[src/rtl/svm_window_ctrl.sv]
// svm_window_ctrl
//   Steps one HOG detection window through a single svm_pe. Visits the window's
//   BLK_W x BLK_H blocks in raster order. For each block it puts the feature
//   buffer address and the coefficient ROM address on the outputs, then waits for
//   a fea_ack handshake. It feeds either the bias or the PE feedback into the PE
//   partial-sum input. At the end it latches the final score and compares it with
//   thresh to produce detect.
//
// Ports
//   clk, rst             clock; asynchronous active-low reset
//   start                begins a window (sampled only in IDLE)
//   win_x, win_y         window origin in blocks (latched when start is accepted)
//   bias, thresh         SVM bias and detect threshold (signed fixed point)
//   busy                 high from the accepted start through the DONE cycle
//   fea_req              feature block request
//   fea_bx, fea_by       requested block coordinates (wrap modulo 2^X_W / 2^Y_W)
//   fea_ack              the buffer presents the block to the PE in this cycle
//   coef_addr            coefficient ROM address, by*BLK_W + bx
//   pe_valid, pe_i_data  PE input strobe and partial-sum input
//   pe_o_data            registered PE partial sum
//   score, detect, done  final result; done is a one-cycle pulse
//
// state  | meaning
// IDLE   | waiting for start
// ADDR   | block address presented; gives the sync ROM one cycle
// REQ    | fea_req high; addresses held until fea_ack
// LAST   | PE register captures the final partial sum
// DONE   | score/detect just latched; done pulse
module svm_window_ctrl #(
  parameter int FEA_I = 4,
  parameter int FEA_F = 28,
  parameter int BLK_W = 7,
  parameter int BLK_H = 15,
  parameter int X_W   = 8,
  parameter int Y_W   = 8,
  parameter int CA_W  = 7
) (
  input  logic                     clk,
  input  logic                     rst,
  input  logic                     start,
  input  logic [X_W-1:0]           win_x,
  input  logic [Y_W-1:0]           win_y,
  input  logic [FEA_I+FEA_F-1:0]   bias,
  input  logic [FEA_I+FEA_F-1:0]   thresh,
  output logic                     busy,
  output logic                     fea_req,
  output logic [X_W-1:0]           fea_bx,
  output logic [Y_W-1:0]           fea_by,
  input  logic                     fea_ack,
  output logic [CA_W-1:0]          coef_addr,
  output logic                     pe_valid,
  output logic [FEA_I+FEA_F-1:0]   pe_i_data,
  input  logic [FEA_I+FEA_F-1:0]   pe_o_data,
  output logic [FEA_I+FEA_F-1:0]   score,
  output logic                     detect,
  output logic                     done
);

  localparam int BX_W = (BLK_W > 1) ? $clog2(BLK_W) : 1;
  localparam int BY_W = (BLK_H > 1) ? $clog2(BLK_H) : 1;

  localparam logic [2:0] S_IDLE = 3'd0;
  localparam logic [2:0] S_ADDR = 3'd1;
  localparam logic [2:0] S_REQ  = 3'd2;
  localparam logic [2:0] S_LAST = 3'd3;
  localparam logic [2:0] S_DONE = 3'd4;

  logic [2:0]      state;
  logic [BX_W-1:0] bx, nbx;
  logic [BY_W-1:0] by, nby;
  logic [X_W-1:0]  win_x_q;
  logic [Y_W-1:0]  win_y_q;
  logic            bx_last, by_last, blk_last, first_blk;

  assign bx_last   = (bx == BX_W'(BLK_W - 1));
  assign by_last   = (by == BY_W'(BLK_H - 1));
  assign blk_last  = bx_last && by_last;
  assign first_blk = (bx == '0) && (by == '0);

  // Raster-order successor. After the final block both counters return to 0.
  assign nbx = bx_last ? '0 : bx + BX_W'(1);
  assign nby = bx_last ? (by_last ? '0 : by + BY_W'(1)) : by;

  assign busy      = (state != S_IDLE);
  assign fea_req   = (state == S_REQ);
  assign done      = (state == S_DONE);
  assign pe_valid  = (state == S_REQ) && fea_ack;
  assign pe_i_data = first_blk ? bias : pe_o_data;

  // The addresses are loaded on entry to ADDR. The sync ROM output is then
  // ready by REQ.
  always_ff @(posedge clk or negedge rst) begin
    if (!rst) begin
      state     <= S_IDLE;
      bx        <= '0;
      by        <= '0;
      win_x_q   <= '0;
      win_y_q   <= '0;
      fea_bx    <= '0;
      fea_by    <= '0;
      coef_addr <= '0;
      score     <= '0;
      detect    <= 1'b0;
    end else begin
      case (state)
        S_IDLE: begin
          if (start) begin
            state     <= S_ADDR;
            bx        <= '0;
            by        <= '0;
            win_x_q   <= win_x;
            win_y_q   <= win_y;
            fea_bx    <= win_x;
            fea_by    <= win_y;
            coef_addr <= '0;
          end
        end
        S_ADDR: state <= S_REQ;
        S_REQ: begin
          if (fea_ack) begin
            bx <= nbx;
            by <= nby;
            if (blk_last) begin
              state <= S_LAST;
            end else begin
              state     <= S_ADDR;
              fea_bx    <= win_x_q + X_W'(nbx);
              fea_by    <= win_y_q + Y_W'(nby);
              // Raster order makes the ROM address a plain running count.
              coef_addr <= coef_addr + CA_W'(1);
            end
          end
        end
        S_LAST: begin
          state  <= S_DONE;
          score  <= pe_o_data;
          detect <= ($signed(pe_o_data) > $signed(thresh));
        end
        S_DONE:  state <= S_IDLE;
        default: state <= S_IDLE;
      endcase
    end
  end

endmodule

[config.mk]
export PLATFORM = sky130hd
export DESIGN_NAME = svm_window_ctrl
export DESIGN_NICKNAME = d
export VERILOG_FILES = /design/src/rtl/svm_window_ctrl.sv
export SDC_FILE = /design/constraint.sdc
export NUM_CORES = 1
export LEC_CHECK = 0
export CAP_MARGIN = 20
export CORE_MARGIN = 3
export CORE_UTILIZATION = 44
export DETAILED_ROUTE_END_ITERATION = 10
export PLACE_DENSITY = 0.89
export SYNTH_ARGS = -nofsm -noshare
export SYNTH_HDL_FRONTEND = slang
export SYNTH_SLANG_ARGS = --single-unit
[constraint.sdc]
create_clock -name clk -period 3.6 [get_ports clk]
set_input_delay 0.36 -clock clk [delete_from_list [all_inputs] [get_ports clk]]
set_output_delay 0.36 -clock clk [all_outputs]
set_load 0.02 [all_outputs]
==> parameters.txt, run 1 <==
Parameter                              Value

STA
  Worst Max-Slew Pin Slew    733 ps
  Post-layout worst setup margin    481 ps
  Final hold slack    400 ps
  Max-slew violation total from the final report    0
  Setup TNS    0 ps
  # setup viols final    0
  Slew margin rel.    51.1%
  Unrepaired setup endpoints after global routing    false
  Final hold violation count    0
  Final worst-path cycle share    86.6%
  Minimum clock period after layout    3120 ps
  Worst clock skew on the final layout    7.79 ps
  Highest Clock Rate    321 MHz

Critical path
  Crit path arrival time    2760 ps
  Crit Reg-Reg Endpoint    fea_by[6]
  Largest fanout on the critical path    15
  Category of the worst setup path launch point    flop
  Slowest cell delay on critical path    600 ps
  Category of the critical setup timing path    flop to output pin
  Slack of the worst reg-to-reg path    730 ps
  CP Capture Type    output pin
  FF-to-FF Start    by[0]
  Cell-by-cell trace of the critical path    inv_1 -> ha_1 -> nor4b_1 -> nand2_1 -> buf_4 -> mux2_2 -> clkdlybuf4s50_1
  Worst path required time    3240 ps
  Critical path's slowest cell    sky130_fd_sc_hd__clkdlybuf4s50_1
  Logic depth of the worst register-to-register path    13

Routing
  Total routed wirelength    15.2 mm
  Average wire per standard cell    17.1 µm
  Via Count    4,783
  Post-detailed-route DRC marker count    0
  Number of detailed-routing iterations run before antenna repair    5
  Routed Antenna Nets    0
  Vias per std cell    5.37
  Initial DRC count    249

Power
  Leakage Power    3.45 nW
  Max IR drop VDD    501 µV
  Power per unit of standard cell area    757 nW/µm²

Global routing
  Total global-route track usage    24.3%
  Antenna violations before repair    0
  Vias in the first global route    5,067
  Pin count of the biggest net entering global routing    83
  Total global routing overflow    0
  Global-route wire length before repair    24.9 mm

Final layout
  Sequential Area    2050 µm²
  Total number of nets in the final design    906
  Final design utilization    69.0%
  Number of fill cells in the layout    812
  Number of diodes added for antenna fixing    0
  Area occupied by multi-input gates    2710 µm²
  Ratio of cells with drive above 1 in the final layout    10.3%
  Area grow syn2layout    51.7%

Logic synthesis
  Adder-cell area share of the yosys netlist    11.6%
  Count of synthesis-stage warnings from yosys    0
  Ranking of synthesized cells by area    sky130_fd_sc_hd__dfrtp_1 (41%), sky130_fd_sc_hd__ha_1 (11%), sky130_fd_sc_hd__mux2_2 (10%)
  Cell area after synthesis    4980 µm²
  Syn Inst Count    538
  Post-synthesis area per instance    9.25 µm²
  Top cell type by total area after synthesis    sky130_fd_sc_hd__dfrtp_1
  Count of unique library cells instantiated by Yosys    46
  Fraction of synthesized cell area in xor and xnor cells    2.64%
  Post-synthesis simple-gate area fraction    17.2%
  Proportion of netlist area held by the largest area contributor    41.2%
  Count of state elements after synthesis    82
  Largest family of logic cells by synthesized area    simple AND/OR/NAND/NOR gates
  Multiplexer area fraction after synthesis    12.0%
  Post-synthesis sequential area ratio    41.2%
  Synth Area in Compound Gates    10.6%
  Fraction of registers with async set/reset    100%
  Count of flip-flops with a built-in enable after synthesis    0
  Leading register cell type out of synthesis    sky130_fd_sc_hd__dfrtp_1
  Synthesized netlist net count    699

Die
  Chip Height    112 µm
  Std cell rows    38
  Overall die area    12,600 µm²
  Die width    112 µm
  Number of I/O pins    208
  Effective utilization at floorplan    45.5%
  Total core area    10,900 µm²

Placed design
  Input/output buffers    207
  Weighted congestion reported at the end of routability-driven placement    0.905
  Worst setup slack before clock tree synthesis    745 ps
  Post-detail-place hpwl    12.0 mm

Clock tree
  Cells resized by post-CTS repair    0
  H-tree levels    3
  Buffers from clock root to sink, at most    2
  TritonCTS clock tree    done
  Root buffer selected by CTS    sky130_fd_sc_hd__clkbuf_16
  Number of buffers inserted during clock tree synthesis    9
  Clock edge transition at the registers on the reported setup and hold paths    70 ps
  Total number of clock tree sinks    82
  Worst-Skew Late Latency    330 ps

Hold path
  Class of the most critical hold timing path    primary input to asynchronous set/reset pin

Outcome
  Status    finished clean

Job
  Max-cap check violation count    0
timing repair:
| action | CTS | global route |
|---|---|---|
| hold endpoints to repair | 0 | 10 |
| setup buffers | 0 | 0 |
| hold buffers | 0 | 1 |
stage by stage:
| stage | cell area (µm²) | power [mW] | cells |
|---|---|---|---|
| 2_1_floorplan | 4980 | 3.38 | 538 |
| 3_3_place_gp | 7210 | 4.67 | 872 |
| 3_5_place_dp | 7210 | 4.79 | 872 |
| 4_1_cts | 7510 | 5.75 | 888 |
| 5_1_grt | 7550 | 6.06 | 890 |
| 6_report | 7550 | 5.71 | 890 |
logic make-up after synthesis:
| kind of cell | count (synthesis) |
|---|---|
| compound gates | 87 |
| flops | 82 |
| fa+ha+maj | 45 |
| mux | 54 |
| buf+inv | 61 |
| simple gates | 194 |
| xor+xnor | 15 |
final cells by class:
cell class / count / area share [%]
Timing Repair Buffer: 216 / 28.6
Clock buffer: 9 / 2.98
Clock inverter: 7 / 1.01
Inverter: 41 / 2.04
Tap cell: 140 / 2.32
Multi-Input combinational cell: 395 / 35.9
Sequential cell: 82 / 27.2
worst max path at each step:
stage	start	endpoint	cells past startpoint
floorplan	bx[1]	fea_by[6]	12
global placement	by[0]	pe_i_data[11]	7
detailed placement	by[0]	fea_by[6]	13
CTS	by[0]	pe_i_data[11]	7
global route	by[0]	pe_i_data[19]	7
finish	by[0]	pe_i_data[11]	7
layout by cell type, fill, tap and decap left out, drive strengths merged, types with 3 or more instances in the layout:
| cell type | count |
|---|---|
| a21o | 5 |
| a21oi | 29 |
| a22o | 4 |
| buf | 9 |
| clkbuf | 9 |
| clkdlybuf4s50 | 206 |
| dfrtp | 82 |
| ha | 43 |
| inv | 44 |
| mux2 | 46 |
| mux2i | 8 |
| nand2 | 131 |
| nand3 | 11 |
| nand3b | 3 |
| nand4 | 9 |
| nor2 | 20 |
| nor2b | 4 |
| nor3 | 3 |
| o21ai | 34 |
| xnor2 | 3 |
| xor2 | 12 |
per-layer routing:
metal  track usage (%)  share of wire (%)  routed length [µm]  up-vias
met3              4.37                5.6                 849       42
met2              43.8                 52                7940      198
met5                 0                  0                   0        -
met1              28.5                 39                5870     2284
li1                  -                  -                   -     2259
met4              9.94                3.6                 555        0
where the power goes:
| group | internal (mW) | leakage (nW) | total (mW) | switching, mW |
|---|---|---|---|---|
| sequential | 1.32 | 1.03 | 1.63 | 0.308 |
| combinational | 1.53 | 2.28 | 3.15 | 1.62 |
| clock | 0.544 | 0.143 | 0.935 | 0.391 |
| total | 3.39 | 3.45 | 5.71 | 2.32 |
state kept, by name, indices dropped and copies added, names as in the netlist:
| signal | count |
|---|---|
| bx | 3 |
| by | 4 |
| coef_addr | 7 |
| detect | 1 |
| fea_bx | 8 |
| fea_by | 8 |
| score | 32 |
| state | 3 |
| win_x_q | 8 |
| win_y_q | 8 |
worst max-delay path: cells and delay by family, from the launching register on:
family,cells,cell delay (ps)
fa+ha+maj,1,170
buf+inv,3,1080
flops,1,400
mux,1,230
simple gates,2,540
Yosys cell counts (2+ instances only):
library cell	instances
sky130_fd_sc_hd__o21ai_0	15
sky130_fd_sc_hd__nand3b_1	3
sky130_fd_sc_hd__clkbuf_1	12
sky130_fd_sc_hd__nand4_1	9
sky130_fd_sc_hd__o2111ai_1	2
sky130_fd_sc_hd__buf_1	4
sky130_fd_sc_hd__nor3_1	3
sky130_fd_sc_hd__a22o_1	4
sky130_fd_sc_hd__inv_1	40
sky130_fd_sc_hd__dfrtp_1	82
sky130_fd_sc_hd__nor2b_1	4
sky130_fd_sc_hd__o21ai_1	19
sky130_fd_sc_hd__or3b_1	2
sky130_fd_sc_hd__fa_1	2
sky130_fd_sc_hd__nand2_1	131
sky130_fd_sc_hd__ha_1	43
sky130_fd_sc_hd__nand3_1	11
sky130_fd_sc_hd__a22oi_1	2
sky130_fd_sc_hd__a221o_1	2
sky130_fd_sc_hd__nor2_1	19
sky130_fd_sc_hd__mux2i_1	8
sky130_fd_sc_hd__buf_2	4
sky130_fd_sc_hd__a21oi_1	29
sky130_fd_sc_hd__xnor2_1	3
sky130_fd_sc_hd__or3_1	2
sky130_fd_sc_hd__nor4_1	2
sky130_fd_sc_hd__a21o_1	5
sky130_fd_sc_hd__xor2_1	12
sky130_fd_sc_hd__o211ai_1	2
sky130_fd_sc_hd__mux2_2	46
Note: power is estimated with default switching activity, not from simulation.
==> run 2, diff against run 1 <==
--- a/config.mk
+++ b/config.mk
@@ -10,6 +10,7 @@
 export CORE_UTILIZATION = 44
 export DETAILED_ROUTE_END_ITERATION = 10
 export PLACE_DENSITY = 0.89
+export REMOVE_ABC_BUFFERS = 1
 export SYNTH_ARGS = -nofsm -noshare
 export SYNTH_HDL_FRONTEND = slang
 export SYNTH_SLANG_ARGS = --single-unit
==> parameters.txt, run 2 (synthesized netlist as in run 1, its figures left out) <==
Parameter                              Value

Outcome
  Status    complete, but fails checks
  Violations in the final reports    negative hold slack

Clock tree
  Post-CTS setup repair buffer count    0
  Cells resized by post-CTS repair    0
  TritonCTS clock tree    done
  Buffers from clock root to sink, at most    2
  Root buffer selected by CTS    sky130_fd_sc_hd__clkbuf_16
  Number of buffers inserted during clock tree synthesis    9
  Clock edge transition at the registers on the reported setup and hold paths    70 ps
  Worst-Skew Late Latency    330 ps
  H-tree levels    3
  Hold bufs inserted after CTS    0
  Total number of clock tree sinks    82

Global routing
  Global-route wire length before repair    24.2 mm
  Total global-route track usage    23.4%
  Pin count of the biggest net entering global routing    83
  Vias in the first global route    5,024
  Total global routing overflow    0
  Antenna violations before repair    0

Final layout
  Commonest non-fill, non-tap cell in the layout    sky130_fd_sc_hd__clkdlybuf4s50_1
  Ratio of cells with drive above 1 in the final layout    10.2%
  Most frequent cells in the layout    sky130_fd_sc_hd__clkdlybuf4s50_1 (206), sky130_fd_sc_hd__nand2_1 (131), sky130_fd_sc_hd__dfrtp_1 (82), sky130_fd_sc_hd__mux2_2 (46), sky130_fd_sc_hd__ha_1 (43)
  Total number of nets in the final design    904
  Number of diodes added for antenna fixing    0
  Area grow syn2layout    51.4%
  Number of fill cells in the layout    815
  Most flops, register    score
  Flip-flop count of the largest register after layout    32
  Layout Cell Area excl Fill    7530 µm²

STA
  Slew margin rel.    46.2%
  Unrepaired setup endpoints after global routing    false
  Setup TNS    0 ps
  # setup viols final    0
  Final hold violation count    11
  Minimum clock period after layout    2970 ps
  Worst Max-Slew Pin Slew    804 ps
  Final worst-path cycle share    82.6%
  Post-layout worst setup margin    626 ps
  Highest Clock Rate    336 MHz
  Max-slew violation total from the final report    0
  Final hold slack    -9.64 ps
  Worst clock skew on the final layout    6.15 ps

Power
  Max IR drop VDD    423 µV
  Power per unit of standard cell area    756 nW/µm²
  Leakage Power    3.44 nW
  Final total power    5.70 mW

Critical path
  CP Capture Type    output pin
  Crit Reg-Reg Endpoint    fea_by[6]
  FF-to-FF Start    by[0]
  Logic depth of the worst register-to-register path    13
  Category of the critical setup timing path    flop to output pin
  Worst path required time    3240 ps
  Crit path arrival time    2610 ps
  Source of the critical timing path    by[0]
  Category of the worst setup path launch point    flop
  Largest fanout on the critical path    32
  Slack of the worst reg-to-reg path    650 ps
  Critical path destination    pe_i_data[8]

Routing
  Average wire per standard cell    16.5 µm
  Via Count    4,658
  Number of detailed-routing iterations run before antenna repair    4
  Vias per std cell    5.25
  Routed Antenna Nets    0
  Total routed wirelength    14.6 mm
  Post-detailed-route DRC marker count    0
  Initial DRC count    275

Die
  Effective utilization at floorplan    45.5%
  Std cell rows    38
  Die width    112 µm
  Overall die area    12,600 µm²
  Total core area    10,900 µm²
  Chip Height    112 µm
  Number of I/O pins    208

Placed design
  Weighted congestion reported at the end of routability-driven placement    0.948
  Post-detail-place hpwl    11.5 mm
  Placed cell areas    7200 µm²
  Input/output buffers    207
  Worst setup slack before clock tree synthesis    694 ps

Hold path
  Class of the most critical hold timing path    primary input to asynchronous set/reset pin

Job
  Max-cap check violation count    0
-- run 2: cell types whose count changed in the layout (fill, tap and decap cells not counted), sizes merged --
cell	before	now
dlygate4sd3	1	0
inv	44	43
clkinvlp	2	1
clkinv	1	3
buf	9	8
-- run 2: layout make-up --
cell class	instances	area [µm²]	area share, %
clock buffer	9	225	2.99
multi-input combinational	395	2710	35.9
tap	140	175	2.33
inverter	41	154	2.04
timing repair buffer	214	2140	28.4
clock inverter	7	77.6	1.03
sequential	82	2050	27.2
-- run 2: worst min path at each step --
stage / slack [ps] / to / start
2_1_floorplan: 60 / bx[0] / rst
3_3_place_gp: 460 / score[6] / score[6]
3_5_place_dp: 470 / score[3] / score[3]
4_1_cts: 250 / fea_bx[7] / rst
5_1_grt: 20 / coef_addr[5] / rst
6_report: -10 / coef_addr[5] / rst
-- run 2: metrics by stage --
stage | util [%] | hold slack (ps) | std cells
final | 68.9 | -9.64 | 888
after global routing | 68.9 | 22.1 | 888
after CTS | 68.6 | 245 | 887
after detailed placement | 65.9 | 467 | 871
after global placement | 65.9 | 459 | 871
after floorplan | - | 64.4 | 518
-- run 2: critical path, stage by stage, from the launching register on --
cell	delay, ps
sky130_fd_sc_hd__dfrtp_1	380
sky130_fd_sc_hd__inv_1	120
sky130_fd_sc_hd__ha_1	220
sky130_fd_sc_hd__nor4b_1	140
sky130_fd_sc_hd__nand2_1	80
sky130_fd_sc_hd__buf_4	380
sky130_fd_sc_hd__mux2_2	390
sky130_fd_sc_hd__clkdlybuf4s50_1	560
-- run 2: routing by layer --
metal	global-route usage, %	share of wire [%]
met2	43.7	53
met4	6.17	1.8
met5	0	0
met3	4.37	6.2
met1	27.6	39
-- run 2: where the power goes --
| part | internal, mW | total (mW) | switching (mW) |
|---|---|---|---|
| Sequential | 1.32 | 1.63 | 0.307 |
| Clock | 0.543 | 0.927 | 0.384 |
| Combinational | 1.52 | 3.14 | 1.63 |
